<file path="src/rtl/trap_pkg.sv">
// Shared types and constants for the machine-mode trap controller.
// Holds state encoding, interrupt causes and mtvec mode helpers.
package trap_pkg;

  typedef enum logic [1:0] {
    S_IDLE     = 2'd0,
    S_TRAP     = 2'd1,
    S_MRET     = 2'd2,
    S_REDIRECT = 2'd3
  } trap_state_e;

  localparam logic [1:0] ST_IDLE     = S_IDLE;
  localparam logic [1:0] ST_TRAP     = S_TRAP;
  localparam logic [1:0] ST_MRET     = S_MRET;
  localparam logic [1:0] ST_REDIRECT = S_REDIRECT;

  localparam logic [30:0] CAUSE_MSI = 31'd3;
  localparam logic [30:0] CAUSE_MTI = 31'd7;
  localparam logic [30:0] CAUSE_MEI = 31'd11;

  localparam logic [1:0] MTVEC_DIRECT   = 2'd0;
  localparam logic [1:0] MTVEC_VECTORED = 2'd1;

  // Vectored offset applies to interrupts only; wraps at 32 bits.
  function automatic logic [31:0] trap_target(
    input logic [31:0] mtvec,
    input logic        is_int,
    input logic [30:0] cause
  );
    logic [31:0] base;
    base = {mtvec[31:2], 2'b00};
    if (is_int && mtvec[1:0] == MTVEC_VECTORED)
      return base + {cause[29:0], 2'b00};
    return base;
  endfunction

endpackage

</file>
<file path="src/rtl/trap_int_sel.sv">
// Combinational machine interrupt selector.
// Picks the winning pending-and-enabled interrupt: MEI > MSI > MTI.
import trap_pkg::*;

module trap_int_sel (
  input  logic        mip_msip,
  input  logic        mip_mtip,
  input  logic        mip_meip,
  input  logic        mie_msie,
  input  logic        mie_mtie,
  input  logic        mie_meie,
  output logic        int_valid,
  output logic [30:0] int_cause
);

  logic mei, msi, mti;

  assign mei = mip_meip & mie_meie;
  assign msi = mip_msip & mie_msie;
  assign mti = mip_mtip & mie_mtie;

  always_comb begin
    int_valid = mei | msi | mti;
    int_cause = '0;
    priority case (1'b1)
      mei:     int_cause = CAUSE_MEI;
      msi:     int_cause = CAUSE_MSI;
      mti:     int_cause = CAUSE_MTI;
      default: int_cause = '0;
    endcase
  end

endmodule

</file>
<file path="src/rtl/trap_ctrl.sv">
// Machine-mode trap/MRET sequencer: captures the event, strobes the
// CSR update for one cycle, then holds a fetch redirect until acked.
import trap_pkg::*;

module trap_ctrl (
  input  logic        clk,
  input  logic        reset,
  input  logic        exc_valid,
  input  logic [30:0] exc_cause,
  input  logic [31:0] exc_pc,
  input  logic [31:0] exc_val,
  input  logic        mret_valid,
  input  logic        int_ok,
  input  logic [31:0] next_pc,
  input  logic [31:0] mtvec,
  input  logic [31:0] mepc,
  input  logic        mstatus_mie,
  input  logic        mstatus_mpie,
  input  logic        mip_msip,
  input  logic        mip_mtip,
  input  logic        mip_meip,
  input  logic        mie_msie,
  input  logic        mie_mtie,
  input  logic        mie_meie,
  output logic        trap_wr_en,
  output logic        trap_mie,
  output logic        trap_mpie,
  output logic        trap_int,
  output logic [30:0] trap_cause,
  output logic [31:0] trap_pc_in,
  output logic [31:0] trap_val,
  output logic        mret_wr_en,
  output logic        redirect_valid,
  output logic [31:0] redirect_pc,
  input  logic        redirect_ack,
  output logic        flush,
  output logic        busy
);

  logic [1:0]  state;
  logic        int_valid;
  logic [30:0] int_cause;
  logic        take_exc, take_int, take_mret;

  logic        int_q;
  logic        mpie_q;
  logic [30:0] cause_q;
  logic [31:0] pc_q;
  logic [31:0] val_q;
  logic [31:0] target_q;

  trap_int_sel u_int_sel (
    .mip_msip  (mip_msip),
    .mip_mtip  (mip_mtip),
    .mip_meip  (mip_meip),
    .mie_msie  (mie_msie),
    .mie_mtie  (mie_mtie),
    .mie_meie  (mie_meie),
    .int_valid (int_valid),
    .int_cause (int_cause)
  );

  // Events are only sampled in IDLE; the pipeline holds them otherwise.
  assign take_exc  = (state == ST_IDLE) & exc_valid;
  assign take_int  = (state == ST_IDLE) & ~exc_valid
                   & int_ok & mstatus_mie & int_valid;
  assign take_mret = (state == ST_IDLE) & ~exc_valid
                   & ~(int_ok & mstatus_mie & int_valid)
                   & mret_valid;

  always_ff @(posedge clk) begin
    if (reset) begin
      state    <= ST_IDLE;
      int_q    <= 1'b0;
      mpie_q   <= 1'b0;
      cause_q  <= '0;
      pc_q     <= '0;
      val_q    <= '0;
      target_q <= '0;
    end else begin
      unique case (state)
        ST_IDLE: begin
          if (take_exc) begin
            state    <= ST_TRAP;
            int_q    <= 1'b0;
            mpie_q   <= mstatus_mie;
            cause_q  <= exc_cause;
            pc_q     <= exc_pc;
            val_q    <= exc_val;
            target_q <= trap_target(mtvec, 1'b0, exc_cause);
          end else if (take_int) begin
            state    <= ST_TRAP;
            int_q    <= 1'b1;
            mpie_q   <= 1'b1;
            cause_q  <= int_cause;
            pc_q     <= next_pc;
            val_q    <= '0;
            target_q <= trap_target(mtvec, 1'b1, int_cause);
          end else if (take_mret) begin
            state    <= ST_MRET;
            target_q <= mepc;
          end
        end
        ST_TRAP:     state <= ST_REDIRECT;
        ST_MRET:     state <= ST_REDIRECT;
        ST_REDIRECT: if (redirect_ack) state <= ST_IDLE;
        default:     state <= ST_IDLE;
      endcase
    end
  end

  always_comb begin
    trap_wr_en     = 1'b0;
    mret_wr_en     = 1'b0;
    trap_mie       = 1'b0;
    trap_mpie      = 1'b0;
    trap_int       = 1'b0;
    trap_cause     = '0;
    trap_pc_in     = '0;
    trap_val       = '0;
    redirect_valid = 1'b0;
    redirect_pc    = '0;
    flush          = 1'b0;
    unique case (state)
      ST_TRAP: begin
        trap_wr_en = 1'b1;
        trap_mpie  = mpie_q;
        trap_int   = int_q;
        trap_cause = cause_q;
        trap_pc_in = pc_q;
        trap_val   = val_q;
        flush      = 1'b1;
      end
      ST_MRET: begin
        mret_wr_en = 1'b1;
        trap_mie   = mstatus_mpie;
        trap_mpie  = 1'b1;
        flush      = 1'b1;
      end
      ST_REDIRECT: begin
        redirect_valid = 1'b1;
        redirect_pc    = target_q;
        flush          = 1'b1;
      end
      default: ;
    endcase
  end

  assign busy = (state != ST_IDLE);

endmodule

</file>
<file path="config.mk">
export PLATFORM = sky130hd
export DESIGN_NAME = trap_ctrl
export DESIGN_NICKNAME = d
export VERILOG_FILES = /design/src/rtl/trap_pkg.sv /design/src/rtl/trap_int_sel.sv /design/src/rtl/trap_ctrl.sv
export SDC_FILE = /design/constraint.sdc
export NUM_CORES = 1
export LEC_CHECK = 0
export CORE_MARGIN = 5
export CORE_UTILIZATION = 44
export DETAILED_ROUTE_END_ITERATION = 8
export PLACE_DENSITY = 0.84
export SETUP_SLACK_MARGIN = 0.5
export SLEW_MARGIN = 20
export SYNTH_ARGS = -nofsm -noshare
export SYNTH_HDL_FRONTEND = slang
export SYNTH_HIERARCHICAL = 1
export SYNTH_SLANG_ARGS = --single-unit
</file>
<file path="constraint.sdc">
create_clock -name clk -period 4.4 [get_ports clk]
set_input_delay 1.1 -clock clk [delete_from_list [all_inputs] [get_ports clk]]
set_output_delay 1.1 -clock clk [all_outputs]
set_load 0.1 [all_outputs]
</file>
* Word-level counts from Yosys, hierarchy flattened
Index checks and enable logic that the tools add are counted.
** Storage, ports and cells
- Register bits after elaboration :: 131
- Input port bits :: 205
- Logic and storage cells :: 77
** Cells by class
- $add $sub $neg :: 1
- Equal/unequal tests :: 6
- Mux-type cells :: 38
- Bitwise operators :: 16
- Reductions and logical operators :: 9
** Operator list (number)
- 2-to-1 mux 32 bit :: 12
- 2-to-1 mux 31 bit :: 5
- adder 32 bit :: 1
- 2-to-1 mux 1 bit :: 14
- bitwise AND 1 bit :: 12
- 2-to-1 mux 2 bit :: 4
- one-hot mux 2 bit (3 select lines) :: 1
- AND reduction 2 bit :: 3
- equality test 2 x 1 -> 1 bit, second input constant :: 2
- equality test 2 bit, second input constant :: 2
- != test 4 bit, second input constant :: 1
- nonzero test 2 bit :: 2
- 2-to-1 mux 3 bit :: 1
- nonzero test 3 bit :: 1
- OR reduction 3 bit :: 1
- logical NOT 2 bit :: 1
- != test 2 bit, second input constant :: 1
- NOT 1 bit :: 2
- OR 1 bit :: 2
- one-hot mux 1 bit (2 select lines) :: 1
- OR reduction 2 bit :: 1

* Depth between registers and ports, before layout
Gate-level depths: netlist (run 1).
- Word-level depth :: 12
- Mapped depth :: 12
- Depth with buffers taken out :: 12

* Hierarchy
The synthesis (run 1) kept the hierarchy.
** By module, submodules not included
- trap_ctrl :: times used 1, cells each 1049, area an instance 8071.5 µm²
- trap_int_sel :: times used 1, cells each 35, area an instance 261.5 µm²

* Worst setup path before layout (run 1)
Ideal clock, no wire load.
- Path type :: register -> output
- Start point :: reg state[1]
- End point :: out trap_mpie
- Arrival time :: 3.048 ns
- Path slack :: 0.252 ns
- Cell stages (with the launch flop) :: 6
- Buffers on the path :: 1
- Cell sequence :: dfxtp_1 inv_1 ha_1 clkbuf_1 a21oi_1 nor2b_1
** On the way
- Longest elaborated chain between the ends :: 2
- Elaborated cells on any way between the ends :: 3
** RTL lines
- from (decl) :: RTL line trap_ctrl.sv:40 : logic [1:0] state;
- from (signal assigned) :: RTL line trap_ctrl.sv:73 : state <= ST_IDLE;
- from (signal assigned) :: RTL line trap_ctrl.sv:84 : state <= ST_TRAP;
- from (signal assigned) :: RTL line trap_ctrl.sv:92 : state <= ST_TRAP;
- equality test 2 bit or equality test 2 x 1 -> 1 bit (tied branches) :: RTL line trap_ctrl.sv:124 : unique case (state)
- one-hot mux 1 bit (2 select lines) * :: RTL line trap_ctrl.sv:124
- to (decl) :: RTL line trap_ctrl.sv:27 : output logic trap_mpie,
Every way passes the cells marked *; elsewhere a longest branch is shown, timed or not.

* Worst setup path after layout (run 1)
- Start point :: in mip_meip
- End point :: reg target_q[24]
** On the way
- Elaborated cells on any way between the ends :: 16
** RTL lines
- from (decl) :: RTL line trap_ctrl.sv:21 : input logic mip_meip,
- bitwise AND 1 bit :: RTL line trap_int_sel.sv:18 : assign mei = mip_meip & mie_meie;
- 2-to-1 mux 31 bit :: RTL line trap_int_sel.sv:25 : priority case (1'b1)
- named net int_cause[3] :: RTL line trap_ctrl.sv:42 : logic [30:0] int_cause;
- adder 32 bit :: RTL line trap_pkg.sv:33 : return base + {cause[29:0], 2'b00};
- 2-to-1 mux 32 bit :: RTL line trap_pkg.sv:32 : if (is_int && mtvec[1:0] == MTVEC_VECTORED)
- 2-to-1 mux 32 bit :: RTL line trap_pkg.sv:34 : return base;
- 2-to-1 mux 32 bit :: RTL line trap_ctrl.sv:91 : end else if (take_int) begin
- 2-to-1 mux 32 bit :: RTL line trap_ctrl.sv:83 : if (take_exc) begin
- to (signal assigned) :: RTL line trap_ctrl.sv:90 : target_q <= trap_target(mtvec, 1'b0, exc_cause);
- to (signal assigned) :: RTL line trap_ctrl.sv:98 : target_q <= trap_target(mtvec, 1'b1, int_cause);
- to (signal assigned) :: RTL line trap_ctrl.sv:101 : target_q <= mepc;
- to (decl) :: RTL line trap_ctrl.sv:50 : logic [31:0] target_q;
The timed path passes the listed nets, and every way through them passes these cells. The select of a mux whose other input is x is not followed.
A chain may end at the register's enable or synchronous reset.

==> impl_metrics.json, run 1 <==
{
  "r2r_slack_ns": 1.65,
  "post-synth-top-area-fraction_pct": 31.47,
  "syn_avg_cell_area_um2": 7.687,
  "rsz0062_at_grt": "no",
  "relSlewSlack_pct": 35.53,
  "synth_top_cell_by_area": "dfxtp_1",
  "endpoint": "target_q[24]$_SDFFE_PP0P_",
  "grt_antenna_before_repair": 1,
  "dieWidth_um": 147.6,
  "cts_setup_buffers": 0,
  "setup_violations": 0,
  "cts_made_buffers": 17,
  "grt_overflow": 0,
  "clockBufferDepth": 2,
  "drc_errors": 0,
  "peakVddDrop_uv": 305.4,
  "reg2reg_from": "state[1]$_SDFFE_PP0P_",
  "reg2reg_to": "target_q[19]$_SDFFE_PP0P_",
  "io_buffers": 339,
  "timing.final.crit_share_pct": 86.93,
  "nFillCells": 1645,
  "synth_edf_count": 0,
  "tightest_slew_ns": 0.9640,
  "startpoint": "mip_meip",
  "cts_tree": "done",
  "start_util_pct": 44.55,
  "grt_pass1_wl_mm": 48.63,
  "drt_iter0_drc": 787,
  "crit_arrival_ns": 4.11,
  "mostFrequentLayoutCell": "clkdlybuf4s50_1",
  "drive_gt1_share_pct": 15.95,
  "coreArea_um2": 18710,
  "place_hpwl_mm": 23.45,
  "finalCriticalPeriod_ns": 3.825,
  "critPathBufInv": 1,
  "htree_levels": 4,
  "ant_nets": 0,
  "grt_max_degree": 75,
  "leakage_uw": 0.005201,
  "drt_wl_total_mm": 31.52,
  "dr.pass1.iters": 6,
  "crit_path_top_delay_cell": "fa_1",
  "dieArea_um2": 21790,
  "placed_cell_area_um2": 11460,
  "finalPower_uw": 6848,
  "ys_ff_latch": 131,
  "critPathKind": "in -> reg",
  "r2r_cells": 8,
  "ys_types": 68,
  "worst-path-stages": 13,
  "synthTopCellsByArea": "dfxtp_1, and2_1, nand2_1, a311oi_1, nor2_1",
  "nNetsFinal": 1619,
  "path_delay_family": "compound AO/OA/AOI/OAI gates",
  "area_growth_pct": 44.78,
  "setup_tns_ns": 0,
  "wire_per_inst_um": 19.37,
  "first_global_vias": 8947,
  "cts-root-buf": "clkbuf_16",
  "syn_inst": 1084,
  "pwr_density_cell_nw_per_um2": 567.6,
  "hold_viol": 0,
  "fmax_mhz": 261.4,
  "start_kind": "primary input",
  "required_ns": 4.69,
  "final_util_pct": 64.50,
  "finClkSkew_ns": 0.009119,
  "num_vias": 9082,
  "clock-sinks": 131,
  "cts_hold_buf": 0,
  "clock_latency_ns": 0.42,
  "mostFrequentLayoutCells": "clkdlybuf4s50_1, nand2_1, buf_4, nor2_1, and2_1",
  "synth_flop_cell": "dfxtp_1",
  "async_flop_share_pct": 0,
  "clk_pin_slew_ns": 0.06,
  "synthesis.area_um2": 8333,
  "io_pins": 340,
  "slowest_delay_ns": 0.41,
  "crit_path_end_kind": "flip-flop",
  "rows": 50,
  "yosys_warnings": 6,
  "whs_ns": 0.4551,
  "crit_chain": "clkdlybuf4s50_1 > and2_4 > a221o_1 > ha_1 > fa_1 > a21o_1 > a21oi_2 > o21ai_2 > a21oi_1 > o211ai_1 > o32ai_1 > xor2_1 > o22ai_1",
  "whs_path_depth": 2,
  "slew_violations": 0,
  "via_per_inst": 5.582,
  "hold_path.class": "reg -> reg",
  "gp_congestion": 0.9428,
  "die_h_um": 147.6,
  "track_usage_pct": 27.75,
  "drv_cap": 0,
  "ys_seq_area_share_pct": 31.47,
  "status": "finished, final reports clean",
  "fin_area_um2": 12060,
  "path_max_fanout": 5
}
[flip-flops by register name, indices dropped and copies added, names as in the netlist]
name,count
pc_q,32
state,2
target_q,32
val_q,32
int_q,1
cause_q,31
mpie_q,1
[synthesized netlist by cell type (13+ instances only)]
cell type and n:
a21oi_1 47, a22oi_1 35, a311oi_1 64, and2_1 133
buf_4 30, clkbuf_1 68, dfxtp_1 131, ha_1 34
nand2_1 163, nor2_1 141, o21ai_0 19, xnor2_1 13
[cells by family after synthesis]
family / after synthesis / synth area share (%)
compound gates: 279 / 25.44
other cells: 1 / 0.04500
fa+ha+maj: 35 / 5.345
mux: 5 / 0.6156
xor+xnor: 24 / 2.523
simple gates: 485 / 27.28
buf+inv: 124 / 7.282
flops: 131 / 31.47
[power by group]
part / internal [uW] / switching (uW) / total [uW]
clock: 807 / 635 / 1440
sequential: 1560 / 173 / 1730
combinational: 1110 / 2570 / 3680
[worst min path at each step]
stage	startpoint	end	slack, ns
after floorplan	int_q$_SDFFE_PP0P_	int_q$_SDFFE_PP0P_	0.43
after global placement	int_q$_SDFFE_PP0P_	int_q$_SDFFE_PP0P_	0.44
after detailed placement	int_q$_SDFFE_PP0P_	int_q$_SDFFE_PP0P_	0.44
after CTS	int_q$_SDFFE_PP0P_	int_q$_SDFFE_PP0P_	0.45
after global routing	int_q$_SDFFE_PP0P_	int_q$_SDFFE_PP0P_	0.48
final	int_q$_SDFFE_PP0P_	int_q$_SDFFE_PP0P_	0.46
[worst min-delay path, delay by kind of cell (launching register included)]
kind	cells	cell delay [ns]
flip-flops	1	0.30
buffers and inverters	1	0.05
AO/OA/AOI/OAI	1	0.05
[area by class of cell]
class / instances / area [um^2] / share of cell area, %
Multi-Input combinational cell: 855 / 5245 / 43.48
Timing Repair Buffer: 363 / 3273 / 27.13
Sequential cell: 131 / 2623 / 21.74
Clock buffer: 17 / 425.4 / 3.526
Tap cell: 234 / 292.8 / 2.427
Clock inverter: 15 / 161.4 / 1.338
Inverter: 11 / 41.29 / 0.3423
Antenna cell: 1 / 2.502 / 0.02074
[routing by layer]
metal | wire (um) | up-vias | global-route usage, %
met5 | 0 | - | 0
met4 | 886 | 0 | 8.947
met3 | 2889 | 58 | 7.633
met2 | 15650 | 449 | 48.91
met1 | 12100 | 4186 | 32.68
li1 | - | 4389 | -
[through the flow]
stage,cells,setup WS [ns]
6_report,1627,0.5749
5_1_grt,1627,0.5095
4_1_cts,1626,0.5914
3_5_place_dp,1594,0.05099
3_3_place_gp,1594,0.1580
2_1_floorplan,1110,0.7233
[repair_timing]
item / 4_1_cts / 5_1_grt
endpoints found under the setup margin: 1 / 3
hold endpoints to repair: 0 / 0
gates resized for setup: 1 / 2
Note: power is estimated with default switching activity, not from simulation.
==> run 2: changes to the inputs <==
--- a/config.mk
+++ b/config.mk
@@ -8,6 +8,7 @@
 export CORE_MARGIN = 5
 export CORE_UTILIZATION = 44
 export DETAILED_ROUTE_END_ITERATION = 8
+export GPL_ROUTABILITY_DRIVEN = 0
 export PLACE_DENSITY = 0.84
 export SETUP_SLACK_MARGIN = 0.5
 export SLEW_MARGIN = 20
==> impl_metrics.json, run 2 (synthesis gave the netlist of run 1 again) <==
{
  "dieArea_um2": 21790,
  "post-place-ws_ns": 0.09617,
  "crit_arrival_ns": 4.01,
  "rows": 50,
  "drive_gt1_share_pct": 15.78,
  "ant_nets": 0,
  "slew_violations": 0,
  "relSlewSlack_pct": 35.57,
  "die_h_um": 147.6,
  "grt_antenna_before_repair": 0,
  "rsz0062_at_grt": "no",
  "area_growth_pct": 44.13,
  "drt_iter0_drc": 672,
  "fmax_mhz": 268.4,
  "clockBufferDepth": 2,
  "htree_levels": 4,
  "start_kind": "primary input",
  "io_pins": 340,
  "cts_setup_buffers": 0,
  "critPathKind": "in -> reg",
  "wire_per_inst_um": 19.07,
  "path_max_fanout": 5,
  "setup_violations": 0,
  "drv_cap": 0,
  "fin_ws_ns": 0.6736,
  "clk_pin_slew_ns": 0.06,
  "tightest_slew_ns": 0.9635,
  "mostFrequentLayoutCells": "clkdlybuf4s50_1, nand2_1, buf_4, nor2_1, and2_1",
  "antenna_cells": 0,
  "leakage_uw": 0.005159,
  "via_per_inst": 5.611,
  "required_ns": 4.68,
  "drt_wl_total_mm": 30.94,
  "start_util_pct": 44.55,
  "hold_path.class": "reg -> reg",
  "finalPower_uw": 6765,
  "whs_ns": 0.4533,
  "peakVddDrop_uv": 275.7,
  "coreArea_um2": 18710,
  "nNetsFinal": 1615,
  "placed_cell_area_um2": 11430,
  "nFillCells": 1645,
  "dieWidth_um": 147.6,
  "cts_made_buffers": 17,
  "hold_viol": 0,
  "cts_tree": "done",
  "reg_top3": "pc_q x32, target_q x32, val_q x32",
  "setup_tns_ns": 0,
  "cts-root-buf": "clkbuf_16",
  "clock_latency_ns": 0.43,
  "status": "finished, final reports clean",
  "num_vias": 9101,
  "drc_errors": 0,
  "first_global_vias": 8733,
  "pwr_density_cell_nw_per_um2": 563.2,
  "dr.pass1.iters": 5,
  "io_buffers": 339,
  "clock-sinks": 131,
  "finalCriticalPeriod_ns": 3.726,
  "finClkSkew_ns": 0.008727,
  "track_usage_pct": 27.04,
  "place_hpwl_mm": 22.85,
  "mostFrequentLayoutCell": "clkdlybuf4s50_1",
  "grt_max_degree": 83,
  "timing.final.crit_share_pct": 84.69,
  "grt_overflow": 0,
  "grt_pass1_wl_mm": 47.29,
  "cts_hold_buf": 0,
  "crit_path_end_kind": "flip-flop",
  "fin_area_um2": 12010
}
-- run 2: cell types whose count changed in the layout (fill, tap and decap cells not counted), moves of 2 or more --
cell,change
clkinvlp_4,+3
inv_6,+2
clkinv_4,-3
buf_4,-4
inv_8,-2
-- run 2: worst max-delay path, cell delays in order --
cell	delay [ns]
clkdlybuf4s50_1	0.40
and2_4	0.17
a221o_1	0.31
ha_1	0.23
fa_1	0.41
a21o_1	0.21
a21oi_2	0.17
o21ai_2	0.12
a21oi_1	0.18
o211ai_1	0.18
o32ai_2	0.25
xor2_1	0.16
o22ai_1	0.10
-- run 2: routing by layer --
layer / up-vias / track usage (%) / part of all wire [%]
met1: 4240 / 33.11 / 40
met5: - / 0 / 0
li1: 4389 / - / -
met2: 415 / 46.82 / 49
met3: 57 / 6.622 / 8.7
met4: 0 / 8.527 / 2.6
-- run 2: what timing repair did --
item	4_1_cts	5_1_grt
endpoints found under the setup margin	0	4
resized for setup	0	3
endpoints found under the hold margin	0	0
-- run 2: area by class of cell --
type | instances | area [um^2] | share of cell area [%]
Clock inverter | 15 | 138.9 | 1.156
Sequential cell | 131 | 2623 | 21.84
Clock buffer | 17 | 425.4 | 3.542
Inverter | 11 | 41.29 | 0.3438
Multi-Input combinational cell | 855 | 5246 | 43.68
Tap cell | 234 | 292.8 | 2.438
Timing Repair Buffer | 359 | 3243 | 27.00
-- run 2: path summary, 6_finish.rpt --
path | endpoint | cells past startpoint | slack [ns] | start
max reg2reg | target_q[11]$_SDFFE_PP0P_ | 7 | 1.75 | state[0]$_SDFFE_PP0P_
max | target_q[24]$_SDFFE_PP0P_ | 13 | 0.67 | mip_meip
min | int_q$_SDFFE_PP0P_ | 2 | 0.45 | int_q$_SDFFE_PP0P_
min reg2reg | int_q$_SDFFE_PP0P_ | 2 | 0.45 | int_q$_SDFFE_PP0P_
-- run 2: through the flow --
step                util [%]  instances
detailed placement     61.11       1590
global route           64.21       1622
floorplan                  -       1110
finish                 64.21       1622
global placement       61.11       1590
CTS                    64.13       1622
-- run 2: where the power goes --
group | leakage (uW) | total, uW | internal (uW) | switching (uW)
combinational | 0.00381 | 3650 | 1090 | 2560
clock | 0.000265 | 1390 | 746 | 642
sequential | 0.00108 | 1730 | 1560 | 172
